## src/rtl/arm_ram_arbiter.sv

```systemverilog
// rtl/arm_ram_arbiter.sv - N-channel round-robin arbiter in front of single-port RAM port A
// Optional build macro: ARB_CH0_PRIORITY_EN (channel 0 has absolute priority over the rotation)
module arm_ram_arbiter #(
    parameter int N_CH       = 2,
    parameter int ADDR_W     = 32,
    parameter int DATA_W     = 32,
    parameter int RAM_RD_LAT = 1
) (
    input  logic                     clk,
    input  logic                     reset,
    input  logic [N_CH-1:0]          req,
    input  logic [N_CH-1:0]          we,
    input  logic [N_CH*ADDR_W-1:0]   addr,
    input  logic [N_CH*DATA_W-1:0]   wdata,
    output logic [N_CH-1:0]          gnt,
    output logic [N_CH-1:0]          rvalid,
    output logic [DATA_W-1:0]        rdata,
    output logic [ADDR_W-1:0]        ram_addr,
    output logic [DATA_W-1:0]        ram_wdata,
    output logic                     ram_wren,
    input  logic [DATA_W-1:0]        ram_q
);

    localparam int PTR_W = (N_CH > 1) ? $clog2(N_CH) : 1;
`ifdef ARB_CH0_PRIORITY_EN
    localparam logic [PTR_W-1:0] PTR_RST = PTR_W'(1);
`else
    localparam logic [PTR_W-1:0] PTR_RST = '0;
`endif

    logic [PTR_W-1:0]    ptr;
    logic [PTR_W-1:0]    ptr_nxt;
    logic [PTR_W-1:0]    win;
    logic                any;
    int                  c;

    // Read tags: stage 0 is loaded at the acceptance edge, the last stage
    // lines up with ram_q being valid for that address.
    logic [RAM_RD_LAT:0] tag_v;
    logic [PTR_W-1:0]    tag_id [0:RAM_RD_LAT];
    logic [N_CH-1:0]     ret_onehot;

    always_comb begin
        win = '0;
        any = 1'b0;
        c   = 0;
`ifdef ARB_CH0_PRIORITY_EN
        if (req[0]) begin
            any = 1'b1;
        end else begin
            // Rotate over channels 1..N_CH-1 only.
            for (int k = 0; k < N_CH - 1; k++) begin
                c = int'(ptr) + k;
                if (c > N_CH - 1) c = c - (N_CH - 1);
                if (!any && req[PTR_W'(c)]) begin
                    any = 1'b1;
                    win = PTR_W'(c);
                end
            end
        end
`else
        for (int k = 0; k < N_CH; k++) begin
            c = int'(ptr) + k;
            if (c >= N_CH) c = c - N_CH;
            if (!any && req[PTR_W'(c)]) begin
                any = 1'b1;
                win = PTR_W'(c);
            end
        end
`endif
        if (reset) any = 1'b0;
    end

    always_comb begin
        gnt = '0;
        if (any) gnt[win] = 1'b1;
    end

    always_comb begin
        ptr_nxt = ptr;
`ifdef ARB_CH0_PRIORITY_EN
        if (win != '0) ptr_nxt = (win == PTR_W'(N_CH - 1)) ? PTR_W'(1) : win + PTR_W'(1);
`else
        ptr_nxt = (win == PTR_W'(N_CH - 1)) ? '0 : win + PTR_W'(1);
`endif
    end

    always_comb begin
        ret_onehot = '0;
        if (tag_v[RAM_RD_LAT]) ret_onehot[tag_id[RAM_RD_LAT]] = 1'b1;
    end

    always_ff @(posedge clk) begin
        if (reset) begin
            ptr       <= PTR_RST;
            ram_addr  <= '0;
            ram_wdata <= '0;
            ram_wren  <= 1'b0;
            tag_v     <= '0;
            for (int j = 0; j <= RAM_RD_LAT; j++) tag_id[j] <= '0;
            rvalid    <= '0;
            rdata     <= '0;
        end else begin
            ram_wren <= 1'b0;
            if (any) begin
                ram_addr  <= addr[int'(win)*ADDR_W +: ADDR_W];
                ram_wdata <= wdata[int'(win)*DATA_W +: DATA_W];
                ram_wren  <= we[win];
                ptr       <= ptr_nxt;
            end
            tag_v[0]  <= any && !we[win];
            tag_id[0] <= win;
            for (int j = 1; j <= RAM_RD_LAT; j++) begin
                tag_v[j]  <= tag_v[j-1];
                tag_id[j] <= tag_id[j-1];
            end
            rvalid <= ret_onehot;
            if (tag_v[RAM_RD_LAT]) rdata <= ram_q;
        end
    end

endmodule

```

## config.mk

```make
export PLATFORM = sky130hd
export DESIGN_NAME = arm_ram_arbiter
export DESIGN_NICKNAME = d
export VERILOG_FILES = /design/src/rtl/arm_ram_arbiter.sv
export SDC_FILE = /design/constraint.sdc
export NUM_CORES = 1
export LEC_CHECK = 0
export ABC_CLOCK_PERIOD_IN_PS = 1200
export BUFFER_PORTS_ARGS = -buffer_cell sky130_fd_sc_hd__buf_2
export CAP_MARGIN = 20
export CORE_MARGIN = 3
export CORE_UTILIZATION = 42
export CTS_CLUSTER_DIAMETER = 40
export DETAILED_ROUTE_END_ITERATION = 10
export PLACE_DENSITY = 0.79
export SLEW_MARGIN = 20
export SYNTH_ARGS = -nofsm -noshare
export SYNTH_HDL_FRONTEND = slang
export SYNTH_SLANG_ARGS = --single-unit
```

## constraint.sdc

```tcl
create_clock -name clk -period 1.2 [get_ports clk]
set_input_delay 0 -clock clk [delete_from_list [all_inputs] [get_ports clk]]
set_output_delay 0 -clock clk [all_outputs]
set_load 0.005 [all_outputs]
```

==> impl_metrics.py, run 1 <==
metrics = {
    "sta": {
        "maxSlewHeadroom_pct": 69.38,
        "setup_slack_ns": -0.01015,
        "period_share_pct": 100.8,
        "min_period_ns": 1.210,
        "finalMaxSlewViolations": 0,
        "whs_ns": 0.001195,
        "setup_viol": 1,
        "rsz0062_at_grt": "true",
        "setup_tns_ns": -0.01015,
        "hold_viol": 0,
        "worstMarginPinSlew_ns": 0.4592,
        "fin_worst_skew_ns": 0.01146,
        "fmax_ghz": 0.8263,
    },
    "worst_setup_path": {
        "critPathKind": "reg2reg",
        "endpoint_kind": "flip-flop",
        "startpoint_type": "flip-flop",
        "path_cells": "buf_6, clkbuf_16, mux2i_4, a211oi_2",
        "max_stage_delay_ns": 0.39,
        "arrival_ns": 1.46,
        "cpMaxStageDelayCell": "dfxtp_4",
        "rrSetupSlack_ns": -0.01,
        "critPathRequiredTime_ns": 1.45,
        "crit_fanout": 6,
    },
    "detailed_routing": {
        "vias": 4791,
        "wl_per_cell_um": 18.29,
        "routed_wl_mm": 17.21,
        "viasPerCell": 5.091,
        "postRouteAntennaNets": 0,
        "dr.first_iter.drc_count": 231,
        "dr.pass1.iters": 5,
        "drc": 0,
    },
    "outcome": {
        "status": "complete, but fails checks",
        "violations": "negative setup slack",
    },
    "layout": {
        "layout-drive-gt1-share_pct": 39.04,
        "layout.cells.most_common": "buf_2",
        "fin_util_pct": 78.85,
        "most-common-layout-cells": "buf_2 (263), dlygate4sd3_1 (136), dfxtp_1 (102), nor2_1 (101), mux2i_1 (90)",
        "synthToLayoutAreaGrowth_pct": 78.37,
        "multi_input_area_um2": 1971,
        "antenna_cells": 0,
        "layout.area.seq_um2": 2087,
        "nNetsFinal": 973,
        "fill_cells": 537,
    },
    "clock_tree": {
        "htreeDepth": 3,
        "cts_tree": "done",
        "numClockSinks": 104,
        "cts_max_path_buffers": 2,
        "cts_root_buffer": "clkbuf_8",
        "clkTransAtPathRegs_ns": 0.11,
        "cts_buffers": 9,
        "insertion_delay_ns": 0.35,
    },
    "logic_synthesis": {
        "synth-xor-area-share_pct": 0.2095,
        "synth-seq-cells": 104,
        "yosys.area.top_type": "dfxtp_1",
        "ys_types": 16,
        "ys_top_cells_by_area": "dfxtp_1 (50%), mux2i_1 (23%), a211oi_1 (11%)",
        "synthAdderAreaFrac_pct": 0,
        "yosysSeqAreaShare_pct": 49.79,
        "synthCells": 411,
        "syn-num-nets": 577,
        "synth_simple_gate_area_share_pct": 10.05,
        "ys_warn_count": 0,
        "synth_area_per_cell_um2": 10.17,
        "post_synth_mux_area_share_pct": 23.22,
        "netlist_area_um2": 4182,
        "yosysTopAreaCellShare_pct": 49.79,
        "synth_top_family_by_area": "multiplexers",
        "synth-compound-area-share_pct": 11.49,
    },
    "placement": {
        "gp_congestion": 0.7743,
        "hpwl_mm": 8.820,
        "io_buffers": 265,
    },
    "floorplanning": {
        "dieArea_um2": 11190,
        "die_h_um": 105.8,
        "ioPinCount": 267,
        "coreArea_um2": 9459,
        "initial_core_util_pct": 44.21,
        "std_cell_rows": 35,
        "die_w_um": 105.8,
    },
    "power_and_ir_drop": {
        "ir_worst_vdd_uv": 834.8,
        "p_leak_nw": 3.469,
        "power_density_nw_per_um2": 1062,
    },
    "min_path": {
        "hp-class": "in2reg",
    },
    "global_routing": {
        "overflow": 0,
        "grt_pass1_wl_mm": 25.36,
        "antenna_found_initial": 0,
        "grt_max_degree": 53,
        "grt_pass1_vias": 4910,
        "grt_use_total_pct": 28.36,
    },
    "job": {
        "maxCapViolCount": 0,
    },
}
==> critical path: cells and delay by family, from the launching register on <==
family / cells / cell delay (ns)
buffers and inverters: 2 / 0.30
flip-flops: 1 / 0.39
AO/OA/AOI/OAI: 1 / 0.24
multiplexers: 1 / 0.19
==> routing by layer <==
layer / wire, µm / GRT usage (%) / vias to the layer above
met1: 6214 / 30.37 / 2223
met5: 0 / 0 / -
li1: - / - / 2249
met4: 735 / 12.95 / 0
met3: 1129 / 7.838 / 65
met2: 9130 / 51.50 / 254
==> cells in the mapped netlist <==
cell        n
dfxtp_1   104
nor2_1    101
mux2i_1    97
a211oi_1   64
clkbuf_1   16
buf_2       9
buf_4       7
nor2b_1     3
buf_1       2
buf_8       2
and3b_1     1
buf_12      1
inv_1       1
nand2b_1    1
nor3b_1     1
xnor2_1     1
==> area by class of cell <==
class / instances / area share (%)
multi-input cells: 269 / 26.42
flip-flops and latches: 104 / 27.98
inverters: 1 / 0.05033
clock buffers: 10 / 1.711
well taps: 129 / 2.164
repair buffers: 422 / 40.63
clock inverters: 6 / 1.040
==> stage by stage <==
| step | worst slack, ns | total power [mW] | cell area (µm²) | instances |
|---|---|---|---|---|
| 2_1_floorplan | 0.1118 | 4.539 | 4182 | 411 |
| 3_3_place_gp | 0.1637 | 5.110 | 5677 | 783 |
| 3_5_place_dp | 0.1279 | 5.157 | 5677 | 783 |
| 4_1_cts | 0.01533 | 7.735 | 7263 | 934 |
| 5_1_grt | -0.05669 | 8.233 | 7458 | 941 |
| 6_report | -0.01015 | 7.924 | 7458 | 941 |
==> logic make-up (layout without fill, tap and decap cells) <==
logic type,count (synthesis),count (layout)
xor gates and xnor gates,1,1
and+or+nand+nor,107,107
muxes,97,97
buffers and inverters,38,439
DFF,104,104
AOI/OAI and AO/OA,64,64
==> flip-flops by register name, indices dropped and copies added (netlist names) <==
name,flops
ram_wren,1
ram_wdata,32
ram_addr,32
tag_v,2
tag_id,2
rdata,32
ptr,1
rvalid,2
==> what timing repair did <==
item                                   4_1_cts  5_1_grt
hold buffers                               132        4
pin swaps                                    0        3
cloned                                       1        3
gates resized for setup                      0       18
setup endpoints to repair                    1       20
endpoints found under the hold margin       88        2
buffers inserted                             2        0
==> power by group <==
| part | switching (mW) | internal, mW | total [mW] |
|---|---|---|---|
| sequential | 0.120 | 3.66 | 3.78 |
| combinational | 0.817 | 1.10 | 1.92 |
| clock | 1.22 | 1.00 | 2.23 |
| total | 2.16 | 5.76 | 7.92 |
==> final timing paths <==
path	start	end	depth (start not counted)
worst min-delay path	addr[29]	ram_addr[29]	3
worst min register to register	tag_id[0][1]	rvalid[0]	1
worst max-delay path	ptr	ram_addr[3]	4
worst max register to register	ptr	ram_addr[3]	4
Power figures use the tool's default switching activity.
==> run 2, diff against run 1 <==
Settings changed: ABC_AREA from default to 1, ABC_CLOCK_PERIOD_IN_PS 1200 to 1600, CORE_UTILIZATION 42 to 45, PLACE_DENSITY 0.79 to 0.81.
Clock period 1.2 ns to 1.6 ns, I/O delays scaled along.
==> run 2 against run 1 <==
Net effect: the flow now finishes without violations; power decreased by 29%; register-to-register slack better by 0.34 ns; cell count increased by 34%; count of clock-buffer cells in the layout fell by 1; area after synthesis is 14% higher; combinational power decreased by 36%; clock power decreased by 25%; non-clock buffer count up 13; utilization grew 0.21 points; global-route usage increased by 5.3 points; largest cell class unchanged.
==> impl_metrics.py, run 2 <==
metrics = {
    "min_path": {
        "hp-class": "in2reg",
        "hp-start": "wdata[38]",
        "hold-path-endpoint": "ram_wdata[6]",
        "min_path_cells": 5,
    },
    "layout": {
        "fill_cells": 591,
        "most-common-layout-cells": "buf_2 (264), nand2_1 (235), dlygate4sd3_1 (157), inv_1 (132), dfxtp_1 (103)",
        "layout.cells.most_common": "buf_2",
        "synthToLayoutAreaGrowth_pct": 66.41,
        "stdcell_area_um2": 7941,
        "reg_top3": "ram_addr x32, ram_wdata x32, rdata x32",
        "nNetsFinal": 1283,
        "layout-drive-gt1-share_pct": 27.45,
    },
    "clock_tree": {
        "post_cts_resized": 0,
        "cts_max_path_buffers": 2,
        "cts_root_buffer": "clkbuf_8",
        "cts_tree": "done",
        "clkTransAtPathRegs_ns": 0.11,
        "numClockSinks": 104,
        "insertion_delay_ns": 0.37,
        "postCtsSetupBuffers": 0,
        "htreeDepth": 3,
        "cts_buffers": 9,
    },
    "sta": {
        "setup_viol": 0,
        "worstMarginPinSlew_ns": 0.7384,
        "setup_tns_ns": 0,
        "rsz0062_at_grt": "false",
        "fmax_ghz": 0.7261,
        "hold_viol": 0,
        "maxSlewHeadroom_pct": 50.78,
        "fin_worst_skew_ns": 0.01415,
        "period_share_pct": 86.08,
        "finalMaxSlewViolations": 0,
        "min_period_ns": 1.377,
    },
    "worst_setup_path": {
        "crit_fanout": 31,
        "endpoint_kind": "output port",
        "rr_endpoint": "ram_wdata[12]",
        "arrival_ns": 1.38,
        "startpoint": "ptr",
        "critPathRequiredTime_ns": 1.60,
        "startpoint_type": "flip-flop",
        "critPathKind": "reg2out",
        "r2r-start": "ptr",
        "rrSetupSlack_ns": 0.33,
        "r2r_cells": 4,
    },
    "power_and_ir_drop": {
        "p_leak_nw": 4.174,
        "power_density_nw_per_um2": 711.6,
        "power_mw": 5.651,
        "ir_worst_vdd_uv": 579.4,
    },
    "floorplanning": {
        "coreArea_um2": 10040,
        "initial_core_util_pct": 47.51,
        "dieArea_um2": 11880,
        "ioPinCount": 267,
        "std_cell_rows": 36,
        "die_w_um": 109.0,
        "die_h_um": 109.0,
    },
    "placement": {
        "io_buffers": 265,
        "gp_congestion": 0.7874,
        "dpl_cell_area_um2": 6152,
        "hpwl_mm": 9.954,
    },
    "logic_synthesis": {
        "yosys-top-cells-count": "nand2_1 (235), inv_1 (132), dfxtp_1 (104), a21oi_1 (96), nand3_1 (79)",
        "yosys.area.top_type": "dfxtp_1",
        "ys_top_cells_by_area": "dfxtp_1 (44%), nand2_1 (18%), inv_1 (10%)",
        "synth.most_common_cell": "nand2_1",
        "ys_warn_count": 0,
        "async_flop_share_pct": 0,
        "synth-seq-cells": 104,
        "yosysSeqAreaShare_pct": 43.63,
        "ys_types": 20,
        "synth_area_per_cell_um2": 6.628,
        "synth_edf_count": 0,
        "synthFlopType": "dfxtp_1",
        "synthCells": 720,
        "syn-num-nets": 886,
        "netlist_area_um2": 4772,
        "yosysTopAreaCellShare_pct": 43.63,
    },
    "global_routing": {
        "grt_pass1_vias": 6408,
        "grt_use_total_pct": 33.65,
        "overflow": 0,
        "grt_max_degree": 104,
        "antenna_found_initial": 4,
        "grt_pass1_wl_mm": 31.20,
    },
    "detailed_routing": {
        "routed_wl_mm": 20.51,
        "postRouteAntennaNets": 0,
        "dr.pass1.iters": 6,
        "viasPerCell": 5.165,
        "drc": 0,
        "vias": 6497,
        "dr.first_iter.drc_count": 616,
        "wl_per_cell_um": 16.31,
    },
    "job": {
        "maxCapViolCount": 0,
    },
    "outcome": {
        "status": "finished, final reports clean",
    },
}
[run 2: per-layer routing]
layer,GRT usage (%),routed length [µm],vias to the layer above
met5,0,17,-
met1,34.51,6970,2882
met4,24.71,1539,2
li1,-,-,2979
met2,57.46,9948,493
met3,10.48,2037,141
[run 2: power by group]
group	internal [mW]	switching (mW)
combinational	0.630	0.597
sequential	2.69	0.0557
clock	0.629	1.05
total	3.95	1.70
[run 2: kinds of logic (layout without fill, tap and decap cells)]
logic type             after synthesis  after routing  share of synthesized area (%)
AND/OR/NAND/NOR                    335            335                          30.05
buffers and inverters              184            586                          16.15
other                                0              3                              0
flip-flops                         104            104                          43.63
AO/OA/AOI/OAI                       97             97                          10.17
[run 2: through the flow]
| step | setup WS (ns) | util, % | instances | hold slack (ns) |
|---|---|---|---|---|
| after floorplan | 0.5507 | - | 720 | 0.1405 |
| after global placement | 0.4560 | 61.25 | 1082 | 0.2525 |
| after detailed placement | 0.4324 | 61.25 | 1082 | 0.2566 |
| final | 0.2227 | 79.06 | 1258 | 0.03371 |
| after CTS | 0.2103 | 78.89 | 1254 | 0.003928 |
| after global routing | 0.1379 | 79.06 | 1258 | 0.02869 |
[run 2: cell type report]
| type | instances | area (µm²) | area share [%] |
|---|---|---|---|
| diodes | 3 | 7.507 | 0.09453 |
| clock buffers | 9 | 123.9 | 1.560 |
| clock inverters | 7 | 86.33 | 1.087 |
| inverters | 135 | 506.7 | 6.381 |
| multi-input cells | 432 | 1919 | 24.17 |
| flip-flops and latches | 104 | 2083 | 26.23 |
| well taps | 133 | 166.4 | 2.095 |
| repair buffers | 435 | 3048 | 38.38 |
[run 2: worst max path at each step]
stage	cells past startpoint	end	slack (ns)
after floorplan	5	ram_addr[1]	0.55
after detailed placement	4	ram_wdata[1]	0.43
after CTS	3	gnt[0]	0.21
final	3	gnt[0]	0.22
after global routing	3	gnt[0]	0.14
after global placement	4	ram_wdata[1]	0.46
[run 2: worst max-delay path: stages (launching register included)]
cell and delay (ns):
dfxtp_2 0.42, buf_4 0.35, nor2_1 0.08, buf_2 0.14
[run 2: repair_timing]
action	CTS	global route
hold endpoints to repair	97	1
endpoints found under the setup margin	0	0
hold buffers	156	1
==> run 3, diff against run 2 <==
Settings changed: ABC_CLOCK_PERIOD_IN_PS 1600 to 1800.
Clock period 1.6 ns to 1.8 ns, I/O delays scaled along.
==> run 3 against run 2 <==
Net effect: largest power group unchanged; critical endpoint is now ram_wdata[15]; sequential power down 11%; final area shrank 0.33%; highest routed layer is now met4; sequential cell count stayed put; global-route usage fell by 3.0 points.
==> impl_metrics.py, run 3 (synthesis results as in run 2) <==
metrics = {
    "outcome": {
        "status": "finished, final reports clean",
    },
    "worst_setup_path": {
        "cp_top_family": "buffers and inverters",
        "critPathRequiredTime_ns": 2.08,
        "path_cells": "nand2_2, buf_12, nand2_1, nand3_1, dlygate4sd3_1, a21oi_1",
        "crit_fanout": 21,
        "critPathKind": "reg2reg",
        "endpoint_kind": "flip-flop",
        "arrival_ns": 2.07,
        "startpoint_type": "flip-flop",
        "cpMaxStageDelayCell": "dlygate4sd3_1",
        "crit_buf_inv": 2,
        "max_stage_delay_ns": 0.58,
    },
    "sta": {
        "worstMarginPinSlew_ns": 0.7249,
        "finalMaxSlewViolations": 0,
        "fin_worst_skew_ns": 0.01230,
        "maxSlewHeadroom_pct": 51.68,
        "fmax_ghz": 0.5610,
        "setup_viol": 0,
        "setup_slack_ns": 0.01740,
        "hold_viol": 0,
        "period_share_pct": 99.03,
        "min_period_ns": 1.783,
    },
    "detailed_routing": {
        "vias": 6275,
        "wl_per_cell_um": 15.46,
        "drc": 0,
        "routed_wl_mm": 19.42,
        "viasPerCell": 4.996,
        "dr.first_iter.drc_count": 575,
        "dr.pass1.iters": 5,
        "postRouteAntennaNets": 0,
    },
    "clock_tree": {
        "insertion_delay_ns": 0.37,
        "cts_root_buffer": "clkbuf_8",
        "cts_max_path_buffers": 2,
        "cts_buffers": 9,
        "clkTransAtPathRegs_ns": 0.11,
        "htreeDepth": 3,
        "cts_tree": "done",
        "numClockSinks": 104,
    },
    "placement": {
        "dp_cells": 1078,
        "hpwl_mm": 9.798,
        "io_buffers": 265,
        "gp_congestion": 0.8102,
        "dpl_cell_area_um2": 6110,
        "pre_cts_slack_ns": 0.5387,
    },
    "layout": {
        "most-common-layout-cells": "buf_2 (264), nand2_1 (234), dlygate4sd3_1 (157), inv_1 (132), dfxtp_1 (103)",
        "layout-drive-gt1-share_pct": 27.41,
        "layout.cells.most_common": "buf_2",
        "stdcell_area_um2": 7915,
        "reg_top3": "ram_addr x32, ram_wdata x32, rdata x32",
        "synthToLayoutAreaGrowth_pct": 65.86,
        "nNetsFinal": 1281,
        "final_cells": 1256,
    },
    "floorplanning": {
        "initial_core_util_pct": 47.51,
        "die_w_um": 109.0,
        "std_cell_rows": 36,
        "die_h_um": 109.0,
        "dieArea_um2": 11880,
        "coreArea_um2": 10040,
        "ioPinCount": 267,
    },
    "power_and_ir_drop": {
        "p_leak_nw": 4.039,
        "pwr-share-clk_pct": 28.8,
        "p_comb_share_pct": 21.8,
        "power_switching_mw": 1.445,
        "p_sw_share_pct": 29.36,
        "power_density_nw_per_um2": 621.9,
        "power_mw": 4.923,
        "seq_power_share_pct": 49.5,
        "ir_worst_vdd_uv": 556.3,
        "p_int_mw": 3.478,
    },
    "global_routing": {
        "grt_use_total_pct": 30.67,
        "grt_max_degree": 104,
        "grt_pass1_vias": 5988,
        "overflow": 0,
        "antenna_found_initial": 2,
        "grt_pass1_wl_mm": 28.70,
    },
    "min_path": {
        "hp-class": "in2reg",
    },
    "job": {
        "maxCapViolCount": 0,
    },
}
[run 3: per-stage QoR]
stage                     util [%]  hold WS, ns  setup TNS (ns)
after global placement       60.82       0.2506               0
final                        78.80      0.01341               0
after detailed placement     60.82       0.2584               0
after floorplan                  -       0.1405               0
after CTS                    78.33    0.0003252               0
after global routing         78.77      0.03216       -0.005127
[run 3: what timing repair did]
| item | 4_1_cts | 5_1_grt |
|---|---|---|
| hold buffers | 157 | 0 |
| setup buffers | 0 | 1 |
| resized for setup | 0 | 4 |
| endpoints found under the setup margin | 0 | 37 |
| hold endpoints to repair | 96 | 0 |
[run 3: cell type report]
class,instances,area [µm²]
antenna,3,7.507
clock buffer,9,123.9
clock inverter,7,62.56
fill,666,2130
inverter,135,509.2
multi-input combinational,432,1922
sequential,104,2086
tap,133,166.4
timing repair buffer,433,3038
[run 3: tightest hold or removal path, stage by stage]
cell and delay [ns]:
buf_2 0.09, inv_1 0.06, nand2_1 0.05, nand3_1 0.07
a21oi_1 0.06
[run 3: final timing paths]
kind,startpoint,end,slack [ns],cells past startpoint
setup / recovery,ptr,ram_wdata[15],0.02,6
hold / removal,wdata[14],ram_wdata[14],0.01,5
setup reg to reg,ptr,ram_wdata[15],0.02,6
hold reg to reg,tag_id[0][0],tag_id[0][1],0.41,2
[run 3: metal layers]
metal	up-vias	global-route usage [%]	wire, µm
met2	376	53.99	9562
met4	0	19.03	1106
met1	2834	32.29	7090
li1	2967	-	-
met3	98	8.289	1660
met5	-	0	0
[run 3: power by group through the flow]
stage | clock network (mW) | registers [mW] | logic, mW
3_3_place_gp | 0 | 2.48 | 0.737
5_1_grt | 1.53 | 2.44 | 1.16
4_1_cts | 1.44 | 2.43 | 1.00
3_5_place_dp | 0 | 2.48 | 0.744
2_1_floorplan | 0 | 2.49 | 0.397
6_report | 1.42 | 2.44 | 1.07
